==> src/rtl/hazard_pkg.sv <==
// Shared constants for the ID-stage hazard scoreboard: stall-cause bit
// positions, PC-source encodings and default pipeline latencies.
package hazard_pkg;

    // Bit positions inside the one-hot stall_cause vector.
    localparam int CAUSE_LOAD_USE   = 0;
    localparam int CAUSE_ID_RESOLVE = 1;
    localparam int CAUSE_MDU        = 2;
    localparam int CAUSE_W          = 3;

    // id_pcsrc encodings; any value with bit 1 set is a register jump.
    localparam logic [1:0] PCSRC_SEQ = 2'b00;
    localparam logic [1:0] PCSRC_J   = 2'b01;
    localparam logic [1:0] PCSRC_JR  = 2'b10;

    // Default latencies: classic MEM-stage load, 4-cycle MUL/DIV.
    localparam int DEF_LOAD_LAT = 1;
    localparam int DEF_MDU_LAT  = 4;

    // Collapse the three raw hazard flags into a one-hot cause,
    // highest priority first: mdu > id_resolve > load_use.
    function automatic logic [CAUSE_W-1:0] cause_encode(
        input logic mdu,
        input logic id_resolve,
        input logic load_use
    );
        logic [CAUSE_W-1:0] c;
        c = '0;
        if (mdu) begin
            c[CAUSE_MDU] = 1'b1;
        end else if (id_resolve) begin
            c[CAUSE_ID_RESOLVE] = 1'b1;
        end else if (load_use) begin
            c[CAUSE_LOAD_USE] = 1'b1;
        end
        return c;
    endfunction

endpackage

==> src/rtl/hazard_scoreboard_sb_counter.sv <==
// sb_counter: one scoreboard entry. Counts down to zero, can be loaded with
// a new latency, and holds its value while the pipeline is frozen.
module sb_counter #(
    parameter int W = 3
) (
    input  logic         clk,
    input  logic         rst_n,
    input  logic         hold_i,
    input  logic         load_i,
    input  logic [W-1:0] load_val_i,
    output logic [W-1:0] cnt_o
);

    logic [W-1:0] cnt_q;
    logic [W-1:0] cnt_d;

    // Next value: freeze wins, then a fresh load, then saturating decrement.
    always_comb begin
        cnt_d = cnt_q;
        if (!hold_i) begin
            if (load_i) begin
                cnt_d = load_val_i;
            end else if (cnt_q != '0) begin
                cnt_d = cnt_q - W'(1);
            end
        end
    end

    // Entry register with synchronous active-low reset.
    always_ff @(posedge clk) begin
        if (!rst_n) begin
            cnt_q <= '0;
        end else begin
            cnt_q <= cnt_d;
        end
    end

    assign cnt_o = cnt_q;

endmodule

==> src/rtl/hazard_scoreboard.sv <==
// hazard_scoreboard: ID-stage hazard detector built on a per-register
// countdown scoreboard plus a MUL/DIV busy counter. Produces stall and
// IF/ID flush, and a one-hot stall cause.
// Optional feature macro: HAZARD_PERF_EN adds the two performance counters;
// without it the perf outputs are constant zero and no flops are built.
module hazard_scoreboard
    import hazard_pkg::*;
#(
    parameter int NUM_REGS = 32,
    parameter int REG_AW   = $clog2(NUM_REGS),
    parameter int LOAD_LAT = DEF_LOAD_LAT,
    parameter int MDU_LAT  = DEF_MDU_LAT,
    parameter int CNT_W    = $clog2(LOAD_LAT + 2) + 1
) (
    input  logic              clk,
    input  logic              rst_n,
    input  logic              mem_stall,
    input  logic              id_valid,
    input  logic [REG_AW-1:0] id_rs,
    input  logic [REG_AW-1:0] id_rt,
    input  logic              id_uses_rs,
    input  logic              id_uses_rt,
    input  logic [REG_AW-1:0] id_rd,
    input  logic              id_reg_write,
    input  logic              id_is_load,
    input  logic              id_branch,
    input  logic              id_zero,
    input  logic [1:0]        id_pcsrc,
    input  logic              id_mdu_start,
    input  logic              id_hilo_read,
    output logic              stall,
    output logic              if_flush,
    output logic [CAUSE_W-1:0] stall_cause,
    output logic [31:0]       perf_stall_cycles,
    output logic [31:0]       perf_load_use
);

    localparam int MDU_W = $clog2(MDU_LAT + 1);

    // Cycles until each register's producer result can be forwarded.
    // Entry 0 is the hard-wired zero register and never waits.
    logic [CNT_W-1:0] cnt [NUM_REGS];
    logic [CNT_W-1:0] load_val;
    logic             issue;
    logic             needs_id;
    logic             rs_live;
    logic             rt_live;
    logic [CNT_W-1:0] rs_cnt;
    logic [CNT_W-1:0] rt_cnt;
    logic             load_use_hz;
    logic             id_res_hz;
    logic             mdu_hz;
    logic [MDU_W-1:0] mdu_cnt_q;
    logic [MDU_W-1:0] mdu_cnt_d;

    assign cnt[0]   = '0;
    assign issue    = id_valid & ~stall & ~mem_stall;
    assign load_val = id_is_load ? CNT_W'(LOAD_LAT + 1) : CNT_W'(1);

    // One countdown entry per trackable register.
    for (genvar r = 1; r < NUM_REGS; r++) begin : g_sb
        sb_counter #(
            .W(CNT_W)
        ) u_cnt (
            .clk        (clk),
            .rst_n      (rst_n),
            .hold_i     (mem_stall),
            .load_i     (issue & id_reg_write & (id_rd == REG_AW'(r))),
            .load_val_i (load_val),
            .cnt_o      (cnt[r])
        );
    end

    // Hazard detection. An ALU consumer in ID can take a forwarded value
    // when its count is 1 (producer in EX), so only counts above 1 stall it.
    // Branches and register jumps resolve in ID and need the value settled.
    always_comb begin
        needs_id    = id_branch | id_pcsrc[1];
        rs_live     = (id_rs != '0);
        rt_live     = (id_rt != '0);
        rs_cnt      = cnt[id_rs];
        rt_cnt      = cnt[id_rt];
        load_use_hz = ~needs_id &
                      ((id_uses_rs & rs_live & (rs_cnt > CNT_W'(1))) |
                       (id_uses_rt & rt_live & (rt_cnt > CNT_W'(1))));
        id_res_hz   = needs_id &
                      (((id_uses_rs | id_pcsrc[1]) & rs_live & (rs_cnt != '0)) |
                       (id_branch & id_uses_rt & rt_live & (rt_cnt != '0)));
        mdu_hz      = (mdu_cnt_q != '0) & (id_mdu_start | id_hilo_read);
    end

    // Stall, cause and flush outputs; flush is suppressed while stalling.
    always_comb begin
        stall       = id_valid & (load_use_hz | id_res_hz | mdu_hz);
        stall_cause = '0;
        if (stall) begin
            stall_cause = cause_encode(mdu_hz, id_res_hz, load_use_hz);
        end
        if_flush = id_valid & ~stall &
                   ((id_branch & id_zero) | (id_pcsrc != PCSRC_SEQ));
    end

    // MUL/DIV busy counter: reloads on issue, otherwise counts down.
    always_comb begin
        mdu_cnt_d = mdu_cnt_q;
        if (!mem_stall) begin
            if (issue & id_mdu_start) begin
                mdu_cnt_d = MDU_W'(MDU_LAT);
            end else if (mdu_cnt_q != '0) begin
                mdu_cnt_d = mdu_cnt_q - MDU_W'(1);
            end
        end
    end

    // MUL/DIV busy register.
    always_ff @(posedge clk) begin
        if (!rst_n) begin
            mdu_cnt_q <= '0;
        end else begin
            mdu_cnt_q <= mdu_cnt_d;
        end
    end

`ifdef HAZARD_PERF_EN
    logic [31:0] perf_stall_q;
    logic [31:0] perf_stall_d;
    logic [31:0] perf_lu_q;
    logic [31:0] perf_lu_d;
    logic        lu_prev_q;
    logic        lu_prev_d;

    // Count effective stall cycles and load-use episodes; a frozen cycle
    // neither counts nor ends an episode.
    always_comb begin
        perf_stall_d = perf_stall_q;
        perf_lu_d    = perf_lu_q;
        lu_prev_d    = lu_prev_q;
        if (!mem_stall) begin
            lu_prev_d = stall_cause[CAUSE_LOAD_USE];
            if (stall) begin
                perf_stall_d = perf_stall_q + 32'd1;
            end
            if (stall_cause[CAUSE_LOAD_USE] & ~lu_prev_q) begin
                perf_lu_d = perf_lu_q + 32'd1;
            end
        end
    end

    // Performance counter registers.
    always_ff @(posedge clk) begin
        if (!rst_n) begin
            perf_stall_q <= '0;
            perf_lu_q    <= '0;
            lu_prev_q    <= 1'b0;
        end else begin
            perf_stall_q <= perf_stall_d;
            perf_lu_q    <= perf_lu_d;
            lu_prev_q    <= lu_prev_d;
        end
    end

    assign perf_stall_cycles = perf_stall_q;
    assign perf_load_use     = perf_lu_q;
`else
    assign perf_stall_cycles = '0;
    assign perf_load_use     = '0;
`endif

endmodule
==> config.mk <==
export PLATFORM = sky130hd
export DESIGN_NAME = hazard_scoreboard
export DESIGN_NICKNAME = d
export VERILOG_FILES = /design/src/rtl/hazard_pkg.sv /design/src/rtl/hazard_scoreboard_sb_counter.sv /design/src/rtl/hazard_scoreboard.sv
export SDC_FILE = /design/constraint.sdc
export NUM_CORES = 1
export LEC_CHECK = 0
export ABC_AREA = 1
export CAP_MARGIN = 20
export CORE_UTILIZATION = 50
export CTS_CLUSTER_DIAMETER = 120
export CTS_CLUSTER_SIZE = 8
export DETAILED_ROUTE_END_ITERATION = 12
export PLACE_DENSITY = 0.73
export SLEW_MARGIN = 20
export SYNTH_ARGS = -nofsm -noshare
export SYNTH_HDL_FRONTEND = slang
export SYNTH_SLANG_ARGS = --single-unit
==> constraint.sdc <==
create_clock -name clk -period 3.11 [get_ports clk]
set_input_delay 0.4665 -clock clk [delete_from_list [all_inputs] [get_ports clk]]
set_output_delay 0.4665 -clock clk [all_outputs]
set_load 0.01 [all_outputs]
Word-level counts from Yosys, hierarchy flattened
Cells that the tools add are included.
{ "classes": {"n_lt_le_gt_ge": 4, "mux": 77, "n_reduce_logical": 101, "addsub": 32, "eq_ne": 31, "n_bitwise": 63} }
{ "ops": {"columns": ["operator", "n"], "rows": [
  ["$mux W3", 69],
  ["$reduce_bool A3 Y1", 34],
  ["$sub A3 B1 Y3 const B", 32],
  ["$eq A5 B5 Y1 const B", 16],
  ["$reduce_bool A2 Y1", 33],
  ["$reduce_and A2 Y1", 32],
  ["$and A1 B1 Y1", 50],
  ["$eq A5 B4 Y1 const B", 8],
  ["$bmux W3 S5", 2],
  ["$eq A5 B3 Y1 const B", 4],
  ["$ge A6 B6 Y1 const B", 2],
  ["$not A5 Y6", 2],
  ["$eq A5 B2 Y1 const B", 2],
  ["$reduce_bool A5 Y1", 2],
  ["$or A1 B1 Y1", 8],
  ["$gt A3 B1 Y1 const B", 2],
  ["$eq A5 B1 Y1 const B", 1],
  ["$mux W1", 4],
  ["$mux W2", 2],
  ["$not A1 Y1", 3]
]} }
{ "totals": {"ff_bits": 96, "word_cells": 340} }

Longest topological paths before layout
Gate-level depths: netlist of run 1.
{ "depth": {"word_depth": 18, "depth_mapped": 23, "depth_no_buf": 21} }

By module
Synthesis of run 1 repeated with hierarchy kept, for this count alone.
{ "hier_totals": {"cells_unflattened": 1562, "area_unflattened_um2": 9173.8} }
{ "by_module_without_submodules": {"columns": ["mod", "n_inst", "seq_area_each_um2", "area_each_um2", "cells_each"], "rows": [
  ["sb_counter", 31, 60.1, 212.7, 33],
  ["hazard_scoreboard", 1, 60.1, 2580.0, 539]
]} }

Worst setup path after synthesis of run 1
OpenSTA, ideal clock, no wires.
{ "synth_timing": {"kind": "input to register", "startpoint": "input id_rt[1]", "endpoint": "register g_sb[10].u_cnt.cnt_q[1]", "setup_slack_ns": 0.617, "arrival_time_ns": 2.380, "n_path_buf": 4, "required_time_ns": 2.997, "setup_ns": 0.113, "stages": 22, "path_cell_list": "buf_4 -> inv_2 -> nand2_2 -> inv_2 -> buf_4 -> nand2_1 -> nand3_1 -> nand3_1 -> nand3_1 -> nand2_1 -> nand2_1 -> nand2_2 -> a21oi_4 -> nand3_4 -> nor2_8 -> buf_12 -> buf_6 -> nand4_1 -> nand2_1 -> nand2_1 -> nand2_1 -> nor2_1"} }
{ "synth_via": {"elab_chain_len": 18, "elab_cells_between_ends": 26, "cone_classes": "order compare: 1; mux: 4; bitwise: 17; reduce/logical: 4"} }
{ "synth_lines": {"columns": ["element", "line_no", "rtl"], "rows": [
  ["start: declaration", "hazard_scoreboard.sv:20", "input logic [REG_AW-1:0] id_rt,"],
  ["$not A5 Y6 (not written as such)", "hazard_scoreboard.sv:82", "rt_cnt = cnt[id_rt];"],
  ["$bmux W3 S5", "hazard_scoreboard.sv:82", null],
  ["$mux W3 (not written as such) (2 in a row)", "hazard_scoreboard.sv:82", null],
  ["$gt A3 B1 Y1 or $reduce_bool A3 Y1 (tied branches)", "hazard_scoreboard.sv:85, hazard_scoreboard.sv:88", null],
  ["$and A1 B1 Y1, on equally long branches", "hazard_scoreboard.sv:85, hazard_scoreboard.sv:88", null],
  ["$or A1 B1 Y1, on equally long branches", "hazard_scoreboard.sv:84, hazard_scoreboard.sv:87", null],
  ["$and A1 B1 Y1, on equally long branches", "hazard_scoreboard.sv:83, hazard_scoreboard.sv:86", null],
  ["$or A1 B1 Y1 (*) (2 in a row)", "hazard_scoreboard.sv:94", "stall = id_valid & (load_use_hz | id_res_hz | mdu_hz);"],
  ["$and A1 B1 Y1 (*)", "hazard_scoreboard.sv:94", null],
  ["$not A1 Y1 (*)", "hazard_scoreboard.sv:57", "assign issue = id_valid & ~stall & ~mem_stall;"],
  ["$and A1 B1 Y1 (*) (2 in a row)", "hazard_scoreboard.sv:57", null],
  ["$and A1 B1 Y1 (*) (2 in a row)", "hazard_scoreboard.sv:68", ".load_i (issue & id_reg_write & (id_rd == REG_AW'(r))),"],
  ["$reduce_bool A2 Y1 (no line)", null, null],
  ["$reduce_and A2 Y1 (no line)", null, null],
  ["end signal: assignment", "hazard_scoreboard_sb_counter.sv:34", "cnt_q <= cnt_d;"],
  ["end: declaration", "hazard_scoreboard_sb_counter.sv:14", "logic [W-1:0] cnt_q;"]
]} }
Mark *: on every way between the ends. The rest lies on a longest branch, timed or not. The select of a mux whose other input is x is not followed.
A chain may end at the register's enable or synchronous reset.

Worst setup path in the final report of run 1
{ "layout_timing": {"startpoint": "input id_rs[0]", "endpoint": "register g_sb[9].u_cnt.cnt_q[1]"} }
{ "layout_via": {"elab_chain_len": 18, "elab_cells_between_ends": 26, "cone_classes": "order compare: 1; mux: 4; bitwise: 17; reduce/logical: 4"} }
{ "layout_lines": {"columns": ["element", "line_no", "rtl"], "rows": [
  ["start: declaration", "hazard_scoreboard.sv:19", "input logic [REG_AW-1:0] id_rs,"],
  ["$not A5 Y6 (not written as such)", "hazard_scoreboard.sv:81", "rs_cnt = cnt[id_rs];"],
  ["$bmux W3 S5", "hazard_scoreboard.sv:81", null],
  ["$mux W3 (not written as such) (2 in a row)", "hazard_scoreboard.sv:81", null],
  ["$gt A3 B1 Y1 or $reduce_bool A3 Y1 (tied branches)", "hazard_scoreboard.sv:84, hazard_scoreboard.sv:87", null],
  ["$and A1 B1 Y1, on equally long branches", "hazard_scoreboard.sv:84, hazard_scoreboard.sv:87", null],
  ["$or A1 B1 Y1, on equally long branches", "hazard_scoreboard.sv:84, hazard_scoreboard.sv:87", null],
  ["$and A1 B1 Y1, on equally long branches", "hazard_scoreboard.sv:83, hazard_scoreboard.sv:86", null],
  ["$or A1 B1 Y1 (*) (2 in a row)", "hazard_scoreboard.sv:94", null],
  ["$and A1 B1 Y1 (*)", "hazard_scoreboard.sv:94", null],
  ["$not A1 Y1 (*)", "hazard_scoreboard.sv:57", null],
  ["$and A1 B1 Y1 (*) (2 in a row)", "hazard_scoreboard.sv:57", null],
  ["$and A1 B1 Y1 (*) (2 in a row)", "hazard_scoreboard.sv:68", null],
  ["$reduce_bool A2 Y1 (no line)", null, null],
  ["$reduce_and A2 Y1 (no line)", null, null],
  ["end signal: assignment", "hazard_scoreboard_sb_counter.sv:34", null],
  ["end: declaration", "hazard_scoreboard_sb_counter.sv:14", null]
]} }
Marked as above.

==> flow_summary.toml, run 1 <==
[floorplan]
core-area_um2 = 16580
die_y_um = 132.4
start_util_pct = 51.28
die_x_um = 132.4
num_rows = 47
io_pins = 98
die-area_um2 = 17530

[place]
portBuffers = 33
hpwlAfterDp_um = 17670
routabilityCongestion = 1.017

[cts]
htree_levels = 3
cts_tree = "built"
cts_root_buf = "clkbuf_16"
cts_max_path_buffers = 2
clkLatencyLatePin_ps = 360
ctsHoldBuffers = 0
cts.sinks = 96
clk_pin_slew_ps = 70
numCtsBuffers = 9

[timing]
max-slew-margin-rel_pct = 55.38
finalCritPeriodShare_pct = 92.94
skew_ps = 7.995
fin_crit_ps = 2890
rsz0062_at_grt = "yes"
worst_pin_slew_ps = 668.5
max_freq_ghz = 0.3460
hold_violations = 0
slew_violations = 0
setup_viol = 0

[logic_synthesis]
synthTopCellsByArea = "dfxtp_1 23%, nand2_1 22%, ha_1 9.4%"
synthCells = 1411
synth_common_cells = "496 x nand2_1, 184 x nor2_1, 152 x inv_1"
synth_ff_type = "dfxtp_1"
ys_async_sr_fraction_pct = 0
syn_area_um2 = 8504
synth_seq_cells = 96
yosys.area.top_type_share_pct = 22.60
synth-edff-count = 0
synth_most_common_cell = "nand2_1"
syn_avg_cell_area_um2 = 6.027
yosysSeqAreaShare_pct = 22.60
synth_top_area_cell = "dfxtp_1"
synth_cell_types = 32
yosysWarnings = 0

[pwr]
ir_worst_vdd_mv = 0.4174
power_mw = 7.900
p_leak_nw = 4.827
power_density_nw_per_um2 = 818.3

[worst_setup_path]
reg2reg_to = "g_sb[9].u_cnt.cnt_o[1]"
cpPeakStageDelay_ps = 260
cpMaxStageDelayCell = "dlygate4sd2_1"
rrSetupSlack_ps = 280
startpoint = "id_rs[0]"
path_depth = 24
startpoint_type = "input port"
worstRegToRegCells = 21
cp.arrival_ps = 3150
reg2reg_from = "g_sb[28].u_cnt.cnt_o[2]"
crit_type = "input port to flop"
cp-end-kind = "flop"
cp_cell_sequence = "dlygate4sd2_1, buf_12, inv_4, buf_4, nand3_1, nand3_2, nand2_1, nand2_1, nand3_1, nand3_1, nand2_1, o21bai_1, nand2_1, nand2_2, nand3_4, buf_12, nor2_8, buf_12, buf_4, nand3_2, nand2_1, nand2_1, a21oi_2, nor2_1"
crit_buf_inv = 7
crit_top_cell = "nand2_1"
critical_path.endpoint = "g_sb[9].u_cnt.cnt_o[1]"
path_max_fanout = 10
cp.required_ps = 3370
path_delay_family = "simple AND/OR/NAND/NOR gates"

[global_routing]
grt_pass1_wl_um = 36960
grt_usage_pct = 26.21
antenna_found_initial = 0
gr-total-overflow = 0
grt_pass1_vias = 7768
grt_max_degree = 55

[detailed_routing]
drtPass1Iterations = 5
viasPerCell = 5.144
totalWireLength_um = 23240
detail_route.wl_per_cell_um = 13.65
drc = 0
drtAntennaViolNets = 0
drtIter0Drc = 652
vias = 8760

[finish]
antenna_cells = 0
drive_gt1_share_pct = 11.80
area_growth_syn_to_layout_pct = 13.52
postLayoutCoreUtil_pct = 58.22
layout.nets = 1571

[worst_hold_path]
min_path_type = "flop to flop"

[job]
maxCapViolCount = 0

[status]
status = "finished clean"
## stage by stage
step           worst slack, ps  instances  hold WS (ps)  instance area [um^2]  TNS [ps]
2_1_floorplan            616.5       1474         443.3                  8741         0
3_3_place_gp            -472.1       1683         451.9                  9200    -30670
3_5_place_dp            -442.1       1683         457.1                  9200    -30950
4_1_cts                  64.57       1699         467.6                  9507         0
5_1_grt                 -21.24       1703         486.1                  9654    -31.66
6_report                 219.5       1703         468.5                  9654         0
## per-layer routing
layer | track usage, % | routed length, um | up-vias
met4 | 10.22 | 664 | 0
met3 | 3.180 | 1496 | 61
li1 | - | - | 4459
met1 | 34.67 | 10480 | 3923
met5 | 0 | 0 | -
met2 | 43.39 | 10590 | 317
## cell usage in the layout (no fill, tap or decap), drive strengths merged
master,netlist,routed
clkdlybuf4s15,0,1
a221oi,1,1
clkdlybuf4s50,0,20
a21oi,99,99
o211ai,3,3
ha,64,64
nand3,132,132
clkbuf,18,15
o21bai,1,1
nand4,30,30
bufinv,0,1
nand2,504,504
clkinv,0,2
nor2,186,186
inv,159,160
dlymetal6s2s,0,2
xor2,1,1
clkinvlp,0,1
nor3,10,10
dfxtp,96,96
buf,94,74
o2111a,1,1
o31ai,1,1
o21ai,10,10
conb,1,64
dlygate4sd2,0,4
## tightest hold or removal path: cells and delay by family, from the launching register on
kind	cells	cell delay (ps)
AOI/OAI and AO/OA	1	50
and+or+nand+nor	1	60
DFF	1	310
## kinds of logic after synthesis
group | share of synthesized area (%)
fa+ha+maj | 9.416
other cells | 0.04409
flops | 22.60
compound gates | 8.239
buf+inv | 16.07
simple gates | 43.53
xor+xnor | 0.1030
## cell type report
cell class / instances / area (um^2)
tap: 220 / 275.3
multi-input combinational: 1107 / 5578
clock inverter: 5 / 56.30
sequential: 96 / 1922
timing repair buffer: 105 / 991.0
fill: 1637 / 6929
inverter: 159 / 599.3
clock buffer: 11 / 232.7
## power by group
| group | leakage, nW | switching (mW) | internal (mW) |
|---|---|---|---|
| logic | 3.90 | 2.82 | 1.87 |
| clock network | 0.140 | 0.521 | 0.625 |
| registers | 0.789 | 0.341 | 1.73 |
## sequential cells by signal, summed over array words and instances (netlist names)
| register | flops |
|---|---|
| mdu_cnt_q | 3 |
| g_sb.u_cnt.cnt_o | 93 |
## worst min-delay path by stage
stage | startpoint | end | slack [ps] | cells past startpoint
finish | g_sb[26].u_cnt.cnt_o[0] | g_sb[26].u_cnt.cnt_o[0] | 470 | 2
global route | g_sb[26].u_cnt.cnt_o[0] | g_sb[26].u_cnt.cnt_o[0] | 490 | 2
CTS | g_sb[6].u_cnt.cnt_o[0] | g_sb[6].u_cnt.cnt_o[0] | 470 | 2
detailed placement | g_sb[6].u_cnt.cnt_o[0] | g_sb[6].u_cnt.cnt_o[0] | 460 | 2
global placement | g_sb[6].u_cnt.cnt_o[0] | g_sb[6].u_cnt.cnt_o[0] | 450 | 2
floorplan | g_sb[10].u_cnt.cnt_o[0] | g_sb[10].u_cnt.cnt_o[0] | 440 | 2
## repair_timing
action                     4_1_cts  5_1_grt
buffers inserted                 0        3
pin swaps                        3        9
cloned                           0        1
resized for setup               15       30
setup endpoints to repair       12       54
No activity file was read; power rests on OpenSTA's default activity.
==> run 2: changes to the inputs <==
--- a/config.mk
+++ b/config.mk
@@ -12,6 +12,8 @@
 export CTS_CLUSTER_SIZE = 8
 export DETAILED_ROUTE_END_ITERATION = 12
 export PLACE_DENSITY = 0.73
+export RECOVER_POWER = 25
+export SKIP_CTS_REPAIR_TIMING = 1
 export SLEW_MARGIN = 20
 export SYNTH_ARGS = -nofsm -noshare
 export SYNTH_HDL_FRONTEND = slang
==> flow_summary.toml, run 2 (synthesized netlist as in run 1, its figures left out) <==
[status]
status = "finished clean"

[timing]
rsz0062_at_grt = "no"
skew_ps = 8.578
max_freq_ghz = 0.3411
finalCritPeriodShare_pct = 94.25
fin_crit_ps = 2931
worst_pin_slew_ps = 664.0
max-slew-margin-rel_pct = 55.69
setup_viol = 0
slew_violations = 0
hold_slack_ps = 467.0
hold_violations = 0

[global_routing]
grt_max_degree = 55
grt_pass1_wl_um = 36900
grt_usage_pct = 26.15
grt_pass1_vias = 7766
gr-total-overflow = 0
antenna_found_initial = 0

[worst_setup_path]
cp.required_ps = 2640
cpMaxStageDelayCell = "clkdlybuf4s50_1"
crit_buf_inv = 4
cp_cell_sequence = "clkdlybuf4s50_1, inv_2, nand2_1, a21oi_2, nand2_1, nand3_1, nand3_1, nand3_1, nand2_1, nand2_1, nand2_2, buf_4, nand2_1, nand2_1, nor2_1, dlymetal6s2s_1"
cp.arrival_ps = 2460
startpoint_type = "input port"
worstRegToRegCells = 22
startpoint = "id_rt[2]"
crit_top_cell = "nand2_1"
cpPeakStageDelay_ps = 480
path_max_fanout = 7
cp-end-kind = "output port"
path_delay_family = "buffers and inverters"
critical_path.endpoint = "stall_cause[2]"
crit_type = "input port to output port"
rrSetupSlack_ps = 270
reg2reg_to = "g_sb[16].u_cnt.cnt_o[2]"
path_depth = 16
reg2reg_from = "g_sb[21].u_cnt.cnt_o[1]"

[pwr]
p_leak_nw = 4.847
power_mw = 7.739
ir_worst_vdd_mv = 0.4478
power_density_nw_per_um2 = 816.7

[place]
routabilityCongestion = 1.017
dpl.cell_count = 1683
portBuffers = 33
hpwlAfterDp_um = 17670

[detailed_routing]
drc = 0
drtAntennaViolNets = 0
totalWireLength_um = 22790
viasPerCell = 5.142
drtIter0Drc = 622
drtPass1Iterations = 6
vias = 8736
detail_route.wl_per_cell_um = 13.41

[finish]
layout.nets = 1567
most-common-layout-cells = "496 x nand2_1, 182 x nor2_1, 152 x inv_1, 110 x nand3_1, 96 x dfxtp_1"
final_common_cell = "nand2_1"
largest_reg_flops = 93
final_cells = 1699
drive_gt1_share_pct = 9.939
postLayoutCoreUtil_pct = 57.14
area_growth_syn_to_layout_pct = 11.42
antenna_cells = 0

[cts]
cts.sinks = 96
cts_max_path_buffers = 2
htree_levels = 3
numCtsBuffers = 9
cts_tree = "built"
clk_pin_slew_ps = 70
clkLatencyLatePin_ps = 360
cts_root_buf = "clkbuf_16"

[floorplan]
die_y_um = 132.4
die_x_um = 132.4
core-area_um2 = 16580
die-area_um2 = 17530
num_rows = 47
io_pins = 98
start_util_pct = 51.28

[job]
maxCapViolCount = 0

[worst_hold_path]
min_path_type = "flop to flop"
[run 2: layout make-up]
class                      count  area, um^2
inverter                     159       599.3
tap                          220       275.3
timing repair buffer         101       953.4
clock inverter                 5       56.30
multi-input combinational   1107        5436
fill                        1656        7108
clock buffer                  11       232.7
sequential                    96        1922
[run 2: stage by stage]
| stage | cell area, um^2 | TNS (ps) | setup slack, ps |
|---|---|---|---|
| floorplan | 8741 | 0 | 616.5 |
| global placement | 9200 | -30670 | -472.1 |
| detailed placement | 9200 | -30950 | -442.1 |
| CTS | 9489 | -1849 | -456.2 |
| global route | 9475 | 0 | 12.72 |
| finish | 9475 | 0 | 178.7 |
[run 2: how the worst min path moves through the flow]
| stage | start | end | slack, ps | cells past startpoint |
|---|---|---|---|---|
| 6_report | g_sb[26].u_cnt.cnt_o[0] | g_sb[26].u_cnt.cnt_o[0] | 470 | 2 |
| 5_1_grt | g_sb[26].u_cnt.cnt_o[0] | g_sb[26].u_cnt.cnt_o[0] | 490 | 2 |
| 4_1_cts | g_sb[6].u_cnt.cnt_o[0] | g_sb[6].u_cnt.cnt_o[0] | 470 | 2 |
| 3_5_place_dp | g_sb[6].u_cnt.cnt_o[0] | g_sb[6].u_cnt.cnt_o[0] | 460 | 2 |
| 3_3_place_gp | g_sb[6].u_cnt.cnt_o[0] | g_sb[6].u_cnt.cnt_o[0] | 450 | 2 |
| 2_1_floorplan | g_sb[10].u_cnt.cnt_o[0] | g_sb[10].u_cnt.cnt_o[0] | 440 | 2 |
[run 2: power breakdown]
group	internal (mW)	total [mW]	leakage, nW	switching, mW
Clock	0.625	1.14	0.140	0.518
Sequential	1.73	2.07	0.789	0.344
Combinational	1.80	4.53	3.92	2.73
Total	4.15	7.74	4.85	3.59
[run 2: metal layers]
metal | vias to the layer above | part of all wire (%) | track usage (%) | routed length [um]
met1 | 3939 | 45 | 34.65 | 10360
met4 | 0 | 2.7 | 10.22 | 619
met3 | 58 | 5.7 | 3.180 | 1296
met5 | - | 0 | 0 | 0
met2 | 286 | 46 | 43.22 | 10510
li1 | 4453 | - | - | -
[run 2: tightest hold or removal path: cells and delay by family, from the launching register on]
family	cells	cell delay [ps]
DFF	1	310
and+or+nand+nor	1	60
AOI/OAI and AO/OA	1	50
==> run 3: changes to the inputs <==
--- a/config.mk
+++ b/config.mk
@@ -11,10 +11,12 @@
 export CTS_CLUSTER_DIAMETER = 120
 export CTS_CLUSTER_SIZE = 8
 export DETAILED_ROUTE_END_ITERATION = 12
+export HOLD_SLACK_MARGIN = 0.05
 export PLACE_DENSITY = 0.73
 export RECOVER_POWER = 25
 export SKIP_CTS_REPAIR_TIMING = 1
 export SLEW_MARGIN = 20
 export SYNTH_ARGS = -nofsm -noshare
 export SYNTH_HDL_FRONTEND = slang
+export SYNTH_HIERARCHICAL = 1
 export SYNTH_SLANG_ARGS = --single-unit
==> flow_summary.toml, run 3 <==
[logic_synthesis]
synth_common_cells = "364 x nand2_1, 257 x inv_1, 213 x nor2_1"
synth_top_area_cell = "dfxtp_1"
ys_async_sr_fraction_pct = 0
synth_fa_ha_area_share_pct = 8.729
syn_area_um2 = 9174
synth_most_common_cell = "nand2_1"
yosysSeqAreaShare_pct = 20.95
synthTopCellsByArea = "dfxtp_1 21%, nand2_1 15%, inv_1 11%"
synth_cell_types = 26
synth_compound_area_share_pct = 11.66
synth_seq_cells = 96
synth_ff_type = "dfxtp_1"
synthCells = 1562
synth_top_family_by_area = "simple AND/OR/NAND/NOR gates"
synth_xor_area_share_pct = 0.09547
synth-edff-count = 0
yosysWarnings = 6
yosys.area_share.simple_pct = 38.95
synthMuxAreaShare_pct = 0
yosys.area.top_type_share_pct = 20.95
syn_avg_cell_area_um2 = 5.873

[timing]
hold_violations = 0
finalCritPeriodShare_pct = 95.09
setup_viol = 0
skew_ps = 10.90
layout_setup_ws_ps = 152.8
setup_tns_ps = 0
rsz0062_at_grt = "no"
max_freq_ghz = 0.3382
fin_crit_ps = 2957
worst_pin_slew_ps = 555.1
max-slew-margin-rel_pct = 62.99
slew_violations = 0

[cts]
cts.sinks = 96
cts_tree = "built"
clkLatencyLatePin_ps = 360
clk_pin_slew_ps = 70
cts_max_path_buffers = 2
htree_levels = 3
cts_root_buf = "clkbuf_16"
numCtsBuffers = 9

[worst_setup_path]
cp.arrival_ps = 3210
cp.required_ps = 3360
path_max_fanout = 7
cp-end-kind = "flop"
startpoint_type = "input port"
crit_type = "input port to flop"

[pwr]
ir_worst_vdd_mv = 0.3846
power_density_nw_per_um2 = 699.9
power_mw = 7.487
p_leak_nw = 5.382

[finish]
drive_gt1_share_pct = 18.48
final_common_cell = "nand2_1"
postLayoutCoreUtil_pct = 59.55
fin_area_um2 = 10700
layout.nets = 1787
area_growth_syn_to_layout_pct = 16.60
largest_reg_flops = 93
most-common-layout-cells = "360 x nand2_1, 257 x inv_1, 207 x nor2_1, 128 x o21ai_0, 121 x nand3_1"

[place]
routabilityCongestion = 0.9811
hpwlAfterDp_um = 18600
placed_cell_area_um2 = 10140
portBuffers = 33
place_ws_ps = -483.1

[detailed_routing]
drtIter0Drc = 848
totalWireLength_um = 24540
vias = 9382
detail_route.wl_per_cell_um = 12.72
drc = 0
drtPass1Iterations = 5
viasPerCell = 4.864
drtAntennaViolNets = 0

[floorplan]
num_rows = 49
io_pins = 98
start_util_pct = 51.07
die_x_um = 137.5
core-area_um2 = 17960
die_y_um = 137.5
die-area_um2 = 18890

[global_routing]
grt_max_degree = 41
grt_pass1_wl_um = 39270
grt_usage_pct = 26.60
antenna_found_initial = 1
grt_pass1_vias = 8283
gr-total-overflow = 0

[job]
maxCapViolCount = 0

[worst_hold_path]
min_path_type = "flop to flop"

[status]
status = "finished clean"
==> run 3: routing by layer <==
| layer | global-route usage [%] | vias up | routed length, um |
|---|---|---|---|
| met5 | 0 | - | 0 |
| met1 | 34.17 | 4130 | 10800 |
| met2 | 43.97 | 318 | 11320 |
| li1 | - | 4875 | - |
| met3 | 3.495 | 59 | 1547 |
| met4 | 12.27 | 0 | 876 |
==> run 3: final cells by class <==
class | count | area [um^2]
diodes | 1 | 2.502
clock buffers | 12 | 266.5
inverters | 324 | 1221
repair buffers | 108 | 972.2
well taps | 229 | 286.5
multi-input cells | 1155 | 5927
flip-flops and latches | 96 | 1922
fillers | 1704 | 7267
clock inverters | 4 | 98.84
==> run 3: stage by stage <==
stage               instances  hold WS (ps)
floorplan                1656         471.6
finish                   1929         504.1
detailed placement       1908         493.4
global placement         1908         486.2
global route             1929         525.1
CTS                      1924         504.1
==> run 3: cell families after synthesis <==
kind of cell,after synthesis
simple gates,807
compound gates,188
buf+inv,405
flops,96
xor+xnor,1
other cells,1
fa+ha+maj,64
==> run 3: final timing paths <==
| path | from | to | slack, ps | depth (start not counted) |
|---|---|---|---|---|
| hold reg to reg | g_sb[6].u_cnt/cnt_o[2] | g_sb[6].u_cnt/cnt_o[2] | 500 | 2 |
| setup / recovery | id_rs[2] | g_sb[13].u_cnt/cnt_o[0] | 150 | 22 |
| hold / removal | g_sb[6].u_cnt/cnt_o[2] | g_sb[6].u_cnt/cnt_o[2] | 500 | 2 |
| setup reg to reg | g_sb[8].u_cnt/cnt_o[2] | g_sb[13].u_cnt/cnt_o[0] | 240 | 22 |
==> run 3: critical path: stages <==
cell             delay (ps)
clkdlybuf4s50_1         460
inv_1                   170
buf_4                   180
nand4_1                 100
nand3_1                  90
nand3_1                  80
nand2_1                  70
nand3_1                  80
nand2_1                 120
nand2_1                  80
nand2_2                  70
nand3_2                 100
nor2_4                  170
nand3_4                 120
clkbuf_16               200
nor2_1                  100
buf_4                   150
inv_2                    40
nand3_2                  70
nand2_2                  60
o21ai_0                 160
nor2_1                   60
==> run 3: power by group <==
group	total (mW)	switching, mW	internal [mW]
logic	4.04	2.43	1.61
registers	2.08	0.443	1.64
clock network	1.36	0.508	0.854
